[src/rtl/rocketcpu_wb_intercon_pkg.sv]
// Shared types and constants for the single-master Wishbone interconnect.
// Holds the FSM state encoding, the default error data word and the error-counter helper.
package rocketcpu_wb_intercon_pkg;

    typedef enum logic [1:0] {
        ST_IDLE   = 2'd0,
        ST_ACTIVE = 2'd1,
        ST_RESP   = 2'd2
    } wb_state_e;

    localparam logic [31:0] DEF_ERR_DATA = 32'hDEAD_BEEF;
    localparam int          ERR_CNT_W    = 8;

    function automatic logic [ERR_CNT_W-1:0] sat_inc(input logic [ERR_CNT_W-1:0] v);
        return (v == {ERR_CNT_W{1'b1}}) ? v : v + {{(ERR_CNT_W-1){1'b0}}, 1'b1};
    endfunction

endpackage

[src/rtl/rocketcpu_wb_decode.sv]
// Combinational address decoder: slave i hits when (adr & MASK_i) == BASE_i.
// When several regions overlap, the lowest slave index wins.
module rocketcpu_wb_decode #(
    parameter int                           NUM_SLAVES = 8,
    parameter int                           IDX_W      = 3,
    parameter logic [32*NUM_SLAVES-1:0]     SLV_BASE   = {NUM_SLAVES{32'h0}},
    parameter logic [32*NUM_SLAVES-1:0]     SLV_MASK   = {NUM_SLAVES{32'h0}}
) (
    input  logic [31:0]      adr,
    output logic             hit,
    output logic [IDX_W-1:0] idx
);

    always_comb begin
        hit = 1'b0;
        idx = '0;
        // Scan from the top down so the lowest matching index is the last one written.
        for (int i = NUM_SLAVES - 1; i >= 0; i--) begin
            if ((adr & SLV_MASK[32*i +: 32]) == SLV_BASE[32*i +: 32]) begin
                hit = 1'b1;
                idx = IDX_W'(i);
            end
        end
    end

endmodule

[src/rtl/rocketcpu_wb_intercon.sv]
// Single-master Wishbone interconnect: registered slave select, auto-ack for ack-less
// slaves, a watchdog that turns a silent slave into an error response, and error logging.
module rocketcpu_wb_intercon
    import rocketcpu_wb_intercon_pkg::*;
#(
    parameter int                       NUM_SLAVES = 8,
    parameter logic [32*NUM_SLAVES-1:0] SLV_BASE   = {NUM_SLAVES{32'h0}},
    parameter logic [32*NUM_SLAVES-1:0] SLV_MASK   = {NUM_SLAVES{32'h0}},
    parameter logic [NUM_SLAVES-1:0]    AUTO_ACK   = {NUM_SLAVES{1'b0}},
    parameter int                       TIMEOUT    = 255,
    parameter logic [31:0]              ERR_DATA   = DEF_ERR_DATA
) (
    input  logic                     i_wb_clk,
    input  logic                     reset,
    input  logic [31:0]              i_wb_adr,
    input  logic [31:0]              i_wb_dat,
    input  logic [3:0]               i_wb_sel,
    input  logic                     i_wb_we,
    input  logic                     i_wb_cyc,
    output logic [31:0]              o_wb_rdt,
    output logic                     o_wb_ack,
    output logic                     o_wb_err,
    output logic [31:0]              o_s_adr,
    output logic [31:0]              o_s_dat,
    output logic [3:0]               o_s_sel,
    output logic                     o_s_we,
    output logic [NUM_SLAVES-1:0]    o_s_cyc,
    input  logic [32*NUM_SLAVES-1:0] i_s_rdt,
    input  logic [NUM_SLAVES-1:0]    i_s_ack,
    output logic [ERR_CNT_W-1:0]     o_err_count,
    output logic [31:0]              o_err_adr
);

    localparam int IDX_W = (NUM_SLAVES > 1) ? $clog2(NUM_SLAVES) : 1;
    localparam int TMR_W = $clog2(TIMEOUT + 1);
    localparam logic [TMR_W-1:0] TMR_LAST = TMR_W'(TIMEOUT - 1);

    wb_state_e              state_q, state_d;
    logic [IDX_W-1:0]       idx_q, idx_d;
    logic [NUM_SLAVES-1:0]  scyc_q, scyc_d;
    logic                   ack_q, ack_d;
    logic                   err_q, err_d;
    logic [31:0]            rdt_q, rdt_d;
    logic [TMR_W-1:0]       timer_q, timer_d;
    logic [ERR_CNT_W-1:0]   err_cnt_q, err_cnt_d;
    logic [31:0]            err_adr_q, err_adr_d;

    logic                   dec_hit;
    logic [IDX_W-1:0]       dec_idx;
    logic                   ack_eff;
    logic [31:0]            sel_rdt;
    logic                   log_err;

    rocketcpu_wb_decode #(
        .NUM_SLAVES (NUM_SLAVES),
        .IDX_W      (IDX_W),
        .SLV_BASE   (SLV_BASE),
        .SLV_MASK   (SLV_MASK)
    ) u_decode (
        .adr (i_wb_adr),
        .hit (dec_hit),
        .idx (dec_idx)
    );

    assign o_s_adr = i_wb_adr;
    assign o_s_dat = i_wb_dat;
    assign o_s_sel = i_wb_sel;
    assign o_s_we  = i_wb_we;

    assign ack_eff = AUTO_ACK[idx_q] | i_s_ack[idx_q];
    assign sel_rdt = i_s_rdt[32*idx_q +: 32];

    always_comb begin
        state_d   = state_q;
        idx_d     = idx_q;
        scyc_d    = scyc_q;
        ack_d     = 1'b0;
        err_d     = err_q;
        rdt_d     = rdt_q;
        timer_d   = timer_q;
        err_cnt_d = err_cnt_q;
        err_adr_d = err_adr_q;
        log_err   = 1'b0;

        case (state_q)
            ST_IDLE: begin
                if (i_wb_cyc) begin
                    if (dec_hit) begin
                        idx_d          = dec_idx;
                        scyc_d         = '0;
                        scyc_d[dec_idx] = 1'b1;
                        timer_d        = '0;
                        err_d          = 1'b0;
                        state_d        = ST_ACTIVE;
                    end else begin
                        err_d   = 1'b1;
                        rdt_d   = ERR_DATA;
                        ack_d   = 1'b1;
                        log_err = 1'b1;
                        state_d = ST_RESP;
                    end
                end
            end
            ST_ACTIVE: begin
                // A slave ack in the last watchdog cycle still counts as a normal response.
                if (ack_eff) begin
                    rdt_d   = sel_rdt;
                    scyc_d  = '0;
                    err_d   = 1'b0;
                    ack_d   = 1'b1;
                    state_d = ST_RESP;
                end else if (timer_q == TMR_LAST) begin
                    scyc_d  = '0;
                    err_d   = 1'b1;
                    rdt_d   = ERR_DATA;
                    ack_d   = 1'b1;
                    log_err = 1'b1;
                    state_d = ST_RESP;
                end else if (!i_wb_cyc) begin
                    scyc_d  = '0;
                    state_d = ST_IDLE;
                end else begin
                    timer_d = timer_q + TMR_W'(1);
                end
            end
            ST_RESP: begin
                state_d = ST_IDLE;
            end
            default: begin
                scyc_d  = '0;
                state_d = ST_IDLE;
            end
        endcase

        if (log_err) begin
            err_adr_d = i_wb_adr;
            err_cnt_d = sat_inc(err_cnt_q);
        end
    end

    always_ff @(posedge i_wb_clk or posedge reset) begin
        if (reset) begin
            state_q   <= ST_IDLE;
            idx_q     <= '0;
            scyc_q    <= '0;
            ack_q     <= 1'b0;
            err_q     <= 1'b0;
            rdt_q     <= '0;
            timer_q   <= '0;
            err_cnt_q <= '0;
            err_adr_q <= '0;
        end else begin
            state_q   <= state_d;
            idx_q     <= idx_d;
            scyc_q    <= scyc_d;
            ack_q     <= ack_d;
            err_q     <= err_d;
            rdt_q     <= rdt_d;
            timer_q   <= timer_d;
            err_cnt_q <= err_cnt_d;
            err_adr_q <= err_adr_d;
        end
    end

    assign o_s_cyc     = scyc_q;
    assign o_wb_ack    = ack_q;
    assign o_wb_err    = err_q;
    assign o_wb_rdt    = rdt_q;
    assign o_err_count = err_cnt_q;
    assign o_err_adr   = err_adr_q;

endmodule
[config.mk]
export PLATFORM = sky130hd
export DESIGN_NAME = rocketcpu_wb_intercon
export DESIGN_NICKNAME = d
export VERILOG_FILES = /design/src/rtl/rocketcpu_wb_intercon_pkg.sv /design/src/rtl/rocketcpu_wb_decode.sv /design/src/rtl/rocketcpu_wb_intercon.sv
export SDC_FILE = /design/constraint.sdc
export NUM_CORES = 1
export LEC_CHECK = 0
export ABC_CLOCK_PERIOD_IN_PS = 3800
export BUFFER_PORTS_ARGS = -buffer_cell sky130_fd_sc_hd__clkbuf_2
export CAP_MARGIN = 10
export CORE_AREA = 2 2 189 191
export CTS_CLUSTER_SIZE = 28
export DETAILED_ROUTE_END_ITERATION = 10
export DIE_AREA = 0 0 191 193
export PLACE_DENSITY_LB_ADDON = 0.15
export SYNTH_ARGS = -nofsm -noshare
export SYNTH_HDL_FRONTEND = slang
export SYNTH_SLANG_ARGS = --single-unit
[constraint.sdc]
create_clock -name i_wb_clk -period 3.8 [get_ports i_wb_clk]
set_input_delay 0.38 -clock i_wb_clk [delete_from_list [all_inputs] [get_ports i_wb_clk]]
set_output_delay 0.38 -clock i_wb_clk [all_outputs]
set_load 0.01 [all_outputs]
Word level (Yosys, flattened, before mapping)
Cells that the tools add are included.

cells by class
  reductions and logical operators = 9
  equal/unequal tests = 10
  multiplexer cells = 26
  bitwise gates (word level) = 2
  $add $sub $neg = 2

operator list
  kind                                                                    count
  32-bit two-way mux                                                      2
  8-bit two-way mux                                                       8
  8-bit one-hot mux with 3 select lines                                   1
  8-bit by 1-bit adder with 8-bit output (second input constant)          2
  8-bit equality test (second input constant)                             2
  8-bit one-hot mux with 2 select lines                                   1
  1-bit two-way mux                                                       8
  2-bit two-way mux                                                       4
  2-bit != test (second input constant)                                   4
  2-bit AND reduction                                                     3
  3-bit AND reduction                                                     2
  5-bit AND reduction                                                     1
  4-bit != test (second input constant)                                   1
  2-bit one-hot mux with 2 select lines                                   1
  2-bit nonzero test                                                      2
  3-bit != test (second input constant)                                   1
  2-bit by 1-bit equality test with 1-bit output (second input constant)  1
  2-bit equality test (second input constant)                             1
  2-bit zero test                                                         1
  1-bit inverter                                                          2
  1-bit one-hot mux with 2 select lines                                   1

storage, ports and cells
  register bits after elaboration = 92
  logic and storage cells = 57
  output and inout bits = 151
  input port bits = 336

Depth between registers and ports, before layout
Gate-level depths: netlist of run 1.

  depth after elaboration = 5
  depth in mapped cells = 8
  mapped depth without buffers = 6

Hierarchy
From an unflattened synthesis of run 1, not the netlist that was laid out.

unflattened totals
  cell total of the unflattened synthesis = 515
  area, all modules = 6458.7 µm²

by module, submodules not included
  module                 sequential area each (µm²)  cells each  instances  area an instance (µm²)
  rocketcpu_wb_intercon  2377.3                      509         1          6421.2
  rocketcpu_wb_decode    0.0                         6           1          37.5

Worst setup path before layout of run 1
No wires, ideal clock.

  kind = reg-to-reg
  start = reg timer_q[0]
  end = reg err_adr_q[10] (netlist: o_err_adr[10])
  arrival = 1580 ps
  clock period less this slack = 1705 ps
  cell stages (with the launch flop) = 8
  required time = 3675 ps
  path slack = 2095 ps
  buffers on the path = 2
  library setup time = 125 ps
  cell sequence = dfrtp_1 -> inv_1 -> ha_1 -> nand3_1 -> nor4_4 -> buf_6 -> buf_6 -> mux2_2

between the ends
  longest elaborated chain between the ends = 4

ends and longest elaborated chain
  element                   RTL line                      RTL
  start: declaration        rocketcpu_wb_intercon.sv:44   logic [TMR_W-1:0] timer_q, timer_d;
  start signal: assignment  rocketcpu_wb_intercon.sv:159  timer_q <= timer_d;
  8-bit equality test       rocketcpu_wb_intercon.sv:112  end else if (timer_q == TMR_LAST) begin
  1-bit two-way mux         rocketcpu_wb_intercon.sv:112
  1-bit two-way mux         rocketcpu_wb_intercon.sv:106  if (ack_eff) begin
  1-bit two-way mux         -
  end signal: assignment    rocketcpu_wb_intercon.sv:161  err_adr_q <= err_adr_d;
  end: declaration          rocketcpu_wb_intercon.sv:46   logic [31:0] err_adr_q, err_adr_d;

No other way between the ends.
A chain may end at the register's enable or synchronous reset.

Worst setup path in the final report of run 1
  start = reg state_q[1]
  end = reg err_cnt_q[1] (netlist: o_err_count[1])

between the ends
  longest elaborated chain between the ends = 3

ends and longest elaborated chain
  element                                         RTL line                      RTL
  start: declaration                              rocketcpu_wb_intercon.sv:38   wb_state_e state_q, state_d;
  start signal: assignment                        rocketcpu_wb_intercon.sv:153  state_q <= state_d;
  2-bit by 1-bit equality test with 1-bit output  rocketcpu_wb_intercon.sv:85   case (state_q)
  1-bit two-way mux                               -
  2-bit AND reduction (no source line)            -
  end signal: assignment                          rocketcpu_wb_intercon.sv:160  err_cnt_q <= err_cnt_d;
  end: declaration                                rocketcpu_wb_intercon.sv:45   logic [ERR_CNT_W-1:0] err_cnt_q, err_cnt_d;

No other way between the ends.

==> impl_metrics.csv, run 1 <==
group,metric,value,unit
synth,synthXorXnorAreaFrac,1.32,%
grt,grt_use_total,6.15,%
floorplanning,start_util,11.4,%
layout,final_cells,893,
placed_design,hpwl,8.00,mm
pwr,p_leak,0.00248,uW
synth,synthArstFlopShare,100,%
detailed_routing,routed-wl-met2,4.92,mm
worst_setup_path,worst_ep_arrival_time,2.59,ns
synth,synth-simple-area-share,5.80,%
clocking,clk_pin_slew,0.07,ns
floorplanning,ioPinCount,487,
synth,postSynthAreaPerCell,12.4,um^2
synth,synth_flop_cell,"dfrtp_1",
detailed_routing,drc,0,
grt,grt_pass1_vias,2925,
pwr,ir_drop,0.000196,V
placed_design,port_buffers,174,
timing,finalSetupTns,0,ns
floorplanning,die_y,193,um
synth,yosys.area.top_type,"dfrtp_1",
synth,syn_inst,321,
pwr,seqPwrFrac,47.2,%
grt,antenna_found_initial,2,
detailed_routing,viasPerCell,3.22,
clocking,cts_buffers,9,
worst_setup_path,endpoint_kind,"register",
detailed_routing,dr.pass1.iters,4,
clocking,cts.path.max_buffers,2,
floorplanning,fp-row-count,69,
detailed_routing,wl_met3,1.39,mm
timing,maxSlewHeadroom,54.2,%
grt,grt_max_degree,50,
timing,whs,0.236,ns
timing,setup_viol,0,
detailed_routing,highest_layer,"met5",
synth,ys_top_cells_by_count,"dfrtp_1 (85), buf_4 (76), mux2_2 (32)",
worst_setup_path,reg2regPathDepth,5,
timing,fin_crit,2.34,ns
grt,grt-ovfl-total,0,
clocking,clk_latency,0.36,ns
timing,drv_slew,0,
synth,synth_most_common_cell,"dfrtp_1",
layout,syn_to_final_growth,27.9,%
timing,finalClockSkew,0.00928,ns
placed_design,placed_cells,877,
synth,netlist_top_cells_area,"dfrtp_1 (53%), buf_4 (14%), mux2_2 (9.0%)",
timing,period_share,61.7,%
worst_hold_path,hold_depth,2,
synth,synth_top_area_share,53.3,%
status,status,"complete, no violations",
synth,ys_seq_area_share,53.3,%
detailed_routing,wire_per_inst,12.5,um
layout,fin_nets,767,
floorplanning,core_area,35000,um^2
clocking,cts_hold_buffers,1,
pwr,p_clk_share,36.1,%
synth,synth_edf_count,0,
placed_design,place.gp.congestion,0.659,
worst_setup_path,critical_path.startpoint_type,"register",
synth,yosys_warnings,0,
synth,synthAdderAreaFrac,0.941,%
synth,synth_cell_types,33,
worst_setup_path,path_max_fanout,49,
pwr,power_density,441,nW/um^2
clocking,cts_tree,"done",
layout,drive_gt1_share,52.7,%
floorplanning,die-area,36900,um^2
clocking,post-cts-setup-buffers,0,
flow_run,drv_cap,0,
synth,syn_area,3990,um^2
layout,design_area,5100,um^2
timing,rsz0062_at_grt,"false",
timing,worst_slew_pin_slew,0.684,ns
detailed_routing,drt-met1-wl,4.55,mm
detailed_routing,antenna_left,0,
synth,synth_top_family_by_area,"buffers and inverters",
pwr,power,2250,uW
pwr,pwr-share-comb,16.8,%
pwr,p_sw_share,28.1,%
floorplanning,die_w,191,um
timing,finalHoldViolCount,0,
synth,synth_compound_area_share,11.7,%
clocking,h-tree-depth,3,
detailed_routing,vias,2871,
worst_hold_path,hp-class,"in2reg",
clocking,cts_root_buf,"clkbuf_16",
synth,synthMuxAreaShare,9.57,%
pwr,p_int,1620,uW
grt,grt_pass1_wl,16.6,mm
detailed_routing,routed_wl,11.2,mm
synth,ys_ff_latch,85,
detailed_routing,drt_iter0_drc,93,
timing,max_freq,0.427,GHz
clocking,cts_resized,0,
placed_design,place_area,4840,um^2
pwr,switchingPower,631,uW
clocking,cts_sinks,85,
worst_setup_path,crit_required,4.05,ns
worst_setup_path,worstSetupPathType,"reg2reg",
## final timing paths
path,from,slack [ns],end
max in group asynchronous,reset,2.42,o_err_adr[14]$_DFFE_PP0P_
min reg2reg,o_err_count[5]$_DFFE_PP0P_,0.50,o_err_count[5]$_DFFE_PP0P_
max,state_q[1]$_DFFE_PP0P_,1.46,o_err_count[1]$_DFFE_PP0P_
max reg2reg,state_q[1]$_DFFE_PP0P_,1.46,o_err_count[1]$_DFFE_PP0P_
min in group asynchronous,reset,0.56,o_err_adr[0]$_DFFE_PP0P_
min,i_s_rdt[4],0.24,o_wb_rdt[4]$_DFFE_PP0P_
## area by class of cell
class,count,area (um^2)
fillers,3943,29900
diodes,1,2.50
clock inverters,2,12.5
flip-flops and latches,85,2130
clock buffers,12,236
repair buffers,181,926
multi-input cells,145,1200
well taps,461,577
inverters,6,23.8
## placed cells by master (no fill, tap or decap), drive strengths merged, types with 4 or more instances in the layout
| cell | instances |
|---|---|
| a221o | 24 |
| and3 | 5 |
| mux2 | 33 |
| o21ai | 13 |
| nand2 | 7 |
| xnor2 | 6 |
| nand4 | 8 |
| clkbuf | 186 |
| a31oi | 5 |
| buf | 6 |
| dfrtp | 85 |
| nand3 | 5 |
| conb | 7 |
| a22o | 8 |
| nor2 | 4 |
| inv | 5 |
## power by group through the flow
stage | combinational (uW) | clock, uW | sequential (uW)
final | 377 | 811 | 1060
after global routing | 417 | 906 | 1070
after CTS | 388 | 883 | 1060
after detailed placement | 388 | 0 | 1080
after global placement | 385 | 0 | 1080
after floorplan | 212 | 0 | 1120
## critical path, stage by stage (launching register included)
cell      delay (ns)
dfrtp_1         0.41
nand2b_1        0.35
nor4_4          0.34
buf_4           0.56
nand2_1         0.19
mux2_1          0.34
## per-layer routing
metal / GRT usage, % / vias up
met5: 0 / -
met2: 9.09 / 155
met1: 6.87 / 1389
met3: 4.02 / 37
li1: - / 1288
met4: 2.83 / 2
## stage by stage
step | setup slack [ns] | util [%]
CTS | 1.41 | 14.6
global route | 1.27 | 14.6
floorplan | 1.23 | -
global placement | 1.44 | 13.8
finish | 1.46 | 14.6
detailed placement | 1.43 | 13.8
## kinds of logic after synthesis
kind of cell / Yosys count
AO/OA/AOI/OAI: 57
buffers and inverters: 97
flip-flops: 85
AND/OR/NAND/NOR: 38
XOR/XNOR: 6
other: 1
multiplexers: 34
adder cells (fa/ha/maj): 3
## sequential cells by signal, summed over array words and instances (netlist names)
register and flops:
o_s_cyc 1, o_err_count 8, o_wb_ack 1, timer_q 8, o_wb_rdt 32, state_q 2, o_wb_err 1, o_err_adr 32
(Power assumes the default switching activity.)
==> run 2, diff against run 1 <==
--- a/config.mk
+++ b/config.mk
@@ -5,7 +5,7 @@
 export SDC_FILE = /design/constraint.sdc
 export NUM_CORES = 1
 export LEC_CHECK = 0
-export ABC_CLOCK_PERIOD_IN_PS = 3800
+export ABC_CLOCK_PERIOD_IN_PS = 2350
 export BUFFER_PORTS_ARGS = -buffer_cell sky130_fd_sc_hd__clkbuf_2
 export CAP_MARGIN = 10
 export CORE_AREA = 2 2 189 191
==> constraint.sdc (replaced) <==
create_clock -name i_wb_clk -period 2.35 [get_ports i_wb_clk]
set_input_delay 0.235 -clock i_wb_clk [delete_from_list [all_inputs] [get_ports i_wb_clk]]
set_output_delay 0.235 -clock i_wb_clk [all_outputs]
set_load 0.01 [all_outputs]
==> impl_metrics.csv, run 2 (same netlist as run 1, synthesis figures left out) <==
group,metric,value,unit
layout,fin_nets,770,
grt,grt_pass1_wl,16.6,mm
pwr,seqPwrFrac,43.4,%
grt,grt_use_total,6.05,%
pwr,p_sw_share,26.4,%
floorplanning,core_area,35000,um^2
flow_run,drv_cap,0,
timing,fin_crit,2.03,ns
pwr,p_leak,0.00253,uW
layout,layout_common_cells,"clkbuf_2 (174), dfrtp_1 (85), mux2_2 (32)",
pwr,switchingPower,1040,uW
floorplanning,die_y,193,um
floorplanning,die_w,191,um
timing,finalHoldViolCount,0,
layout,design_area,5230,um^2
timing,setup_viol,0,
grt,grt-ovfl-total,0,
detailed_routing,antenna_left,0,
clocking,cts_tree,"done",
detailed_routing,drc,0,
worst_setup_path,path_max_fanout,42,
worst_hold_path,hold_depth,2,
placed_design,place_area,4890,um^2
worst_setup_path,crit_required,2.59,ns
worst_setup_path,endpoint_kind,"register",
clocking,cts_resized,0,
placed_design,port_buffers,174,
worst_setup_path,worstSetupPathType,"reg2reg",
pwr,ir_drop,0.000310,V
layout,num-fill-cells,3933,
worst_hold_path,hp-class,"in2reg",
placed_design,hpwl,7.73,mm
clocking,cts_root_buf,"clkbuf_16",
layout,syn_to_final_growth,31.1,%
layout,final_cells,897,
detailed_routing,vias,2840,
detailed_routing,dr.pass1.iters,4,
floorplanning,die-area,36900,um^2
clocking,cts_sinks,85,
worst_setup_path,worst_ep_arrival_time,2.27,ns
grt,grt_max_degree,86,
timing,finalSetupTns,0,ns
pwr,p_int,2910,uW
pwr,p_clk_share,41.1,%
clocking,cts_buffers,9,
timing,period_share,86.2,%
detailed_routing,wire_per_inst,12.4,um
timing,maxSlewHeadroom,53.6,%
detailed_routing,routed_wl,11.1,mm
timing,drv_slew,0,
clocking,clk_pin_slew,0.07,ns
layout,drive_gt1_share,53.4,%
timing,max_freq,0.494,GHz
floorplanning,start_util,11.4,%
pwr,power_density,755,nW/um^2
clocking,cts.path.max_buffers,2,
layout,layout_commonest_cell,"clkbuf_2",
timing,worst_slew_pin_slew,0.693,ns
worst_setup_path,reg2regPathDepth,7,
status,status,"complete, no violations",
grt,antenna_found_initial,1,
floorplanning,fp-row-count,69,
placed_design,place.gp.congestion,0.650,
timing,finalClockSkew,0.00611,ns
layout,diodes,0,
floorplanning,ioPinCount,487,
timing,rsz0062_at_grt,"false",
grt,grt_pass1_vias,2917,
worst_setup_path,critical_path.startpoint_type,"register",
pwr,pwr-share-comb,15.5,%
placed_design,placed_cells,880,
clocking,clk_latency,0.36,ns
clocking,h-tree-depth,3,
detailed_routing,drt_iter0_drc,113,
detailed_routing,viasPerCell,3.17,
run 2: cell count changes in the layout (fill, tap and decap cells not counted), sizes merged:
| cell | previous run | this run |
|---|---|---|
| clkbuf | 186 | 187 |
| clkinv | 2 | 0 |
| clkinvlp | 1 | 2 |
| diode | 1 | 0 |
| buf | 6 | 9 |
| bufinv | 0 | 2 |
run 2: worst max-delay path: stages (launching register included):
cell and delay, ns:
dfrtp_1 0.42, inv_1 0.08, ha_1 0.16, nand3_1 0.20
nor4_4 0.29, buf_12 0.27, nand2_1 0.13, mux2_1 0.32
run 2: per-layer routing:
metal,vias to the layer above,routed length [um],GRT usage [%],share of wire [%]
li1,1298,-,-,-
met1,1355,4820,7.17,43
met2,171,4830,8.86,43
met3,14,1290,3.64,12
met4,2,162,2.39,1.5
met5,-,13,0,0.12
run 2: worst paths after layout:
path,from,slack (ns),to
hold / removal,i_s_rdt[8],0.09,o_wb_rdt[8]$_DFFE_PP0P_
setup / recovery,timer_q[0]$_DFFE_PP0P_,0.32,o_err_count[1]$_DFFE_PP0P_
setup reg to reg,timer_q[0]$_DFFE_PP0P_,0.32,o_err_count[1]$_DFFE_PP0P_
max in group asynchronous,reset,1.41,o_err_adr[23]$_DFFE_PP0P_
min in group asynchronous,reset,0.51,o_err_adr[2]$_DFFE_PP0P_
hold reg to reg,o_err_adr[13]$_DFFE_PP0P_,0.51,o_err_adr[13]$_DFFE_PP0P_
run 2: per-stage QoR:
step           hold slack, ns  worst slack [ns]  utilization [%]  power (uW)
2_1_floorplan           0.368             0.645                -        2150
3_3_place_gp            0.396             0.302             14.0        2370
3_5_place_dp            0.396             0.294             14.0        2370
4_1_cts                0.0586             0.274             15.0        4080
5_1_grt                0.0720             0.163             15.0        4200
6_report               0.0921             0.324             15.0        3950
run 2: cell type report:
class                           instances  area, um^2  area share [%]
Sequential cell                        85        2130            40.7
Multi-Input combinational cell        145        1200            22.9
Timing Repair Buffer                  184         973            18.6
Tap cell                              461         577            11.0
Clock buffer                           13         260            4.98
Clock inverter                          3        67.6            1.29
Inverter                                6        26.3           0.502
run 2: power by group through the flow:
stage,Sequential (uW),Combinational [uW],Clock [uW]
global route,1740,676,1780
finish,1720,613,1620
detailed placement,1740,629,0
global placement,1740,624,0
floorplan,1800,343,0
CTS,1720,629,1730
run 2: repair_timing:
item                                   CTS  global route
hold buffers                             1             0
setup buffers                            0             0
endpoints found under the hold margin    4             0
==> run 3, diff against run 2 <==
--- a/config.mk
+++ b/config.mk
@@ -8,10 +8,10 @@
 export ABC_CLOCK_PERIOD_IN_PS = 2350
 export BUFFER_PORTS_ARGS = -buffer_cell sky130_fd_sc_hd__clkbuf_2
 export CAP_MARGIN = 10
-export CORE_AREA = 2 2 189 191
+export CORE_AREA = 2 2 191 193
 export CTS_CLUSTER_SIZE = 28
 export DETAILED_ROUTE_END_ITERATION = 10
-export DIE_AREA = 0 0 191 193
+export DIE_AREA = 0 0 193 195
 export PLACE_DENSITY_LB_ADDON = 0.15
 export SYNTH_ARGS = -nofsm -noshare
 export SYNTH_HDL_FRONTEND = slang
==> impl_metrics.csv, run 3 (same netlist as run 1, synthesis figures left out) <==
group,metric,value,unit
grt,grt_use_total,5.86,%
clocking,cts.path.max_buffers,2,
detailed_routing,routed_wl,10.6,mm
worst_setup_path,critPathSlowestCell,"dfrtp_1",
worst_setup_path,cp.depth,7,
clocking,clk_pin_slew,0.07,ns
floorplanning,die-area,37600,um^2
detailed_routing,vias,2864,
grt,grt_pass1_wl,16.4,mm
grt,grt_pass1_vias,2956,
layout,layout_common_cells,"clkbuf_2 (174), dfrtp_1 (85), mux2_2 (32)",
layout,num-fill-cells,3965,
worst_setup_path,reg2reg_from,"timer_q[0]$_DFFE_PP0P_",
worst_hold_path,hp-class,"in2reg",
pwr,ir_drop,0.000335,V
worst_setup_path,r2r_slack,0.32,ns
timing,worst_slew_pin_slew,0.689,ns
pwr,power_density,763,nW/um^2
worst_setup_path,crit_family,"simple AND/OR/NAND/NOR gates",
timing,drv_slew,0,
pwr,p_sw_share,26.1,%
clocking,cts_buffers,9,
timing,period_share,86.3,%
timing,rsz0062_at_grt,"false",
floorplanning,die_y,195,um
timing,fin_crit,2.03,ns
detailed_routing,drt_iter0_drc,74,
placed_design,hpwl,7.47,mm
worst_setup_path,crit_path_end,"o_err_count[1]$_DFFE_PP0P_",
timing,finalClockSkew,0.00859,ns
layout,syn_to_final_growth,31.3,%
pwr,pwr-share-comb,15.2,%
timing,max_freq,0.493,GHz
layout,drive_gt1_share,53.8,%
placed_design,placed_cells,880,
detailed_routing,viasPerCell,3.20,
pwr,switchingPower,1040,uW
pwr,p_clk_share,41.9,%
detailed_routing,wire_per_inst,11.9,um
pwr,seqPwrFrac,42.9,%
worst_setup_path,path_max_fanout,34,
status,status,"complete, no violations",
timing,setup_viol,0,
pwr,p_int,2950,uW
worst_setup_path,path_cells,"inv_1, ha_1, nand3_1, nor4_4, buf_12, nand2_1, mux2_1",
floorplanning,ioPinCount,487,
detailed_routing,antenna_left,0,
layout,layout_commonest_cell,"clkbuf_2",
layout,diodes,0,
timing,maxSlewHeadroom,53.9,%
worst_setup_path,reg2regPathDepth,7,
worst_setup_path,worstSetupPathType,"reg2reg",
floorplanning,start_util,11.3,%
grt,grt_max_degree,86,
placed_design,dp_slack,0.316,ns
layout,fin_nets,770,
pwr,power,4000,uW
clocking,cts_sinks,85,
worst_setup_path,critPathLaunch,"timer_q[0]$_DFFE_PP0P_",
clocking,clk_latency,0.36,ns
grt,grt-ovfl-total,0,
clocking,cts_root_buf,"clkbuf_16",
flow_run,drv_cap,0,
clocking,h-tree-depth,3,
pwr,p_leak,0.00254,uW
worst_setup_path,critical_path.startpoint_type,"register",
grt,antenna_found_initial,0,
layout,final_cells,896,
worst_setup_path,worst_ep_arrival_time,2.27,ns
detailed_routing,drc,0,
detailed_routing,dr.pass1.iters,4,
worst_setup_path,critPathMaxStageDelay,0.44,ns
worst_setup_path,crit_required,2.59,ns
floorplanning,core_area,35400,um^2
placed_design,place.gp.congestion,0.669,
floorplanning,fp-row-count,69,
floorplanning,die_w,193,um
placed_design,port_buffers,174,
worst_setup_path,endpoint_kind,"register",
timing,finalHoldViolCount,0,
worst_setup_path,worst-path-buf-inv,2,
clocking,cts_tree,"done",
timing,finalSetupTns,0,ns
worst_setup_path,worstReg2RegEnd,"o_err_count[1]$_DFFE_PP0P_",
timing,fin_ws,0.322,ns
-- run 3: cell types whose count changed in the layout (fill, tap and decap cells not counted) --
cell       delta
clkbuf_8      -2
bufinv_16     +1
clkinv_2      +1
clkbuf_1      -2
inv_6         +1
-- run 3: worst min path at each step --
| stage | from | end | slack, ns | depth (start not counted) |
|---|---|---|---|---|
| floorplan | i_s_rdt[14] | o_wb_rdt[14]$_DFFE_PP0P_ | 0.37 | 1 |
| global placement | reset | o_err_adr[12]$_DFFE_PP0P_ | 0.40 | 3 |
| detailed placement | reset | o_err_adr[15]$_DFFE_PP0P_ | 0.41 | 3 |
| CTS | i_s_rdt[17] | o_wb_rdt[17]$_DFFE_PP0P_ | 0.06 | 2 |
| global route | i_s_rdt[17] | o_wb_rdt[17]$_DFFE_PP0P_ | 0.07 | 2 |
| finish | i_s_rdt[17] | o_wb_rdt[17]$_DFFE_PP0P_ | 0.1 | 2 |
-- run 3: routing by layer --
| metal | global-route usage [%] | vias to the layer above | part of all wire [%] |
|---|---|---|---|
| met5 | 0 | - | 0 |
| met4 | 2.55 | 0 | 1.8 |
| met3 | 3.68 | 20 | 11 |
| met2 | 8.93 | 166 | 46 |
| met1 | 6.44 | 1381 | 41 |
| li1 | - | 1297 | - |
-- run 3: final cells by class --
cell class	count	area, um^2	share of cell area (%)
clock buffers	9	225	4.30
multi-input cells	145	1200	22.9
clock inverters	6	111	2.13
inverters	6	26.3	0.502
well taps	461	577	11.0
repair buffers	184	973	18.6
flip-flops and latches	85	2130	40.6
-- run 3: repair_timing --
action	in CTS	in global routing
resized for setup	0	0
setup buffers	0	0
endpoints found under the hold margin	4	0
setup endpoints to repair	0	0
hold buffers	1	0
-- run 3: power groups by stage --
stage	combinational, uW	clock [uW]	sequential (uW)
floorplan	343	0	1800
global placement	623	0	1750
detailed placement	626	0	1740
CTS	625	1780	1720
global route	670	1840	1740
finish	607	1670	1720
-- run 3: stage by stage --
step           instance area [um^2]  util, %  hold slack (ns)
2_1_floorplan                  4020        -            0.368
3_3_place_gp                   4890     13.8            0.401
3_5_place_dp                   4890     13.8            0.411
4_1_cts                        5240     14.8           0.0613
5_1_grt                        5240     14.8           0.0670
6_report                       5240     14.8           0.0953
-- run 3: worst reg2reg max path, delay by kind of cell (launching register included) --
kind | cells | cell delay [ns]
flip-flops | 1 | 0.44
multiplexers | 1 | 0.32
adder cells (fa/ha/maj) | 1 | 0.16
buffers and inverters | 2 | 0.35
AND/OR/NAND/NOR | 3 | 0.64
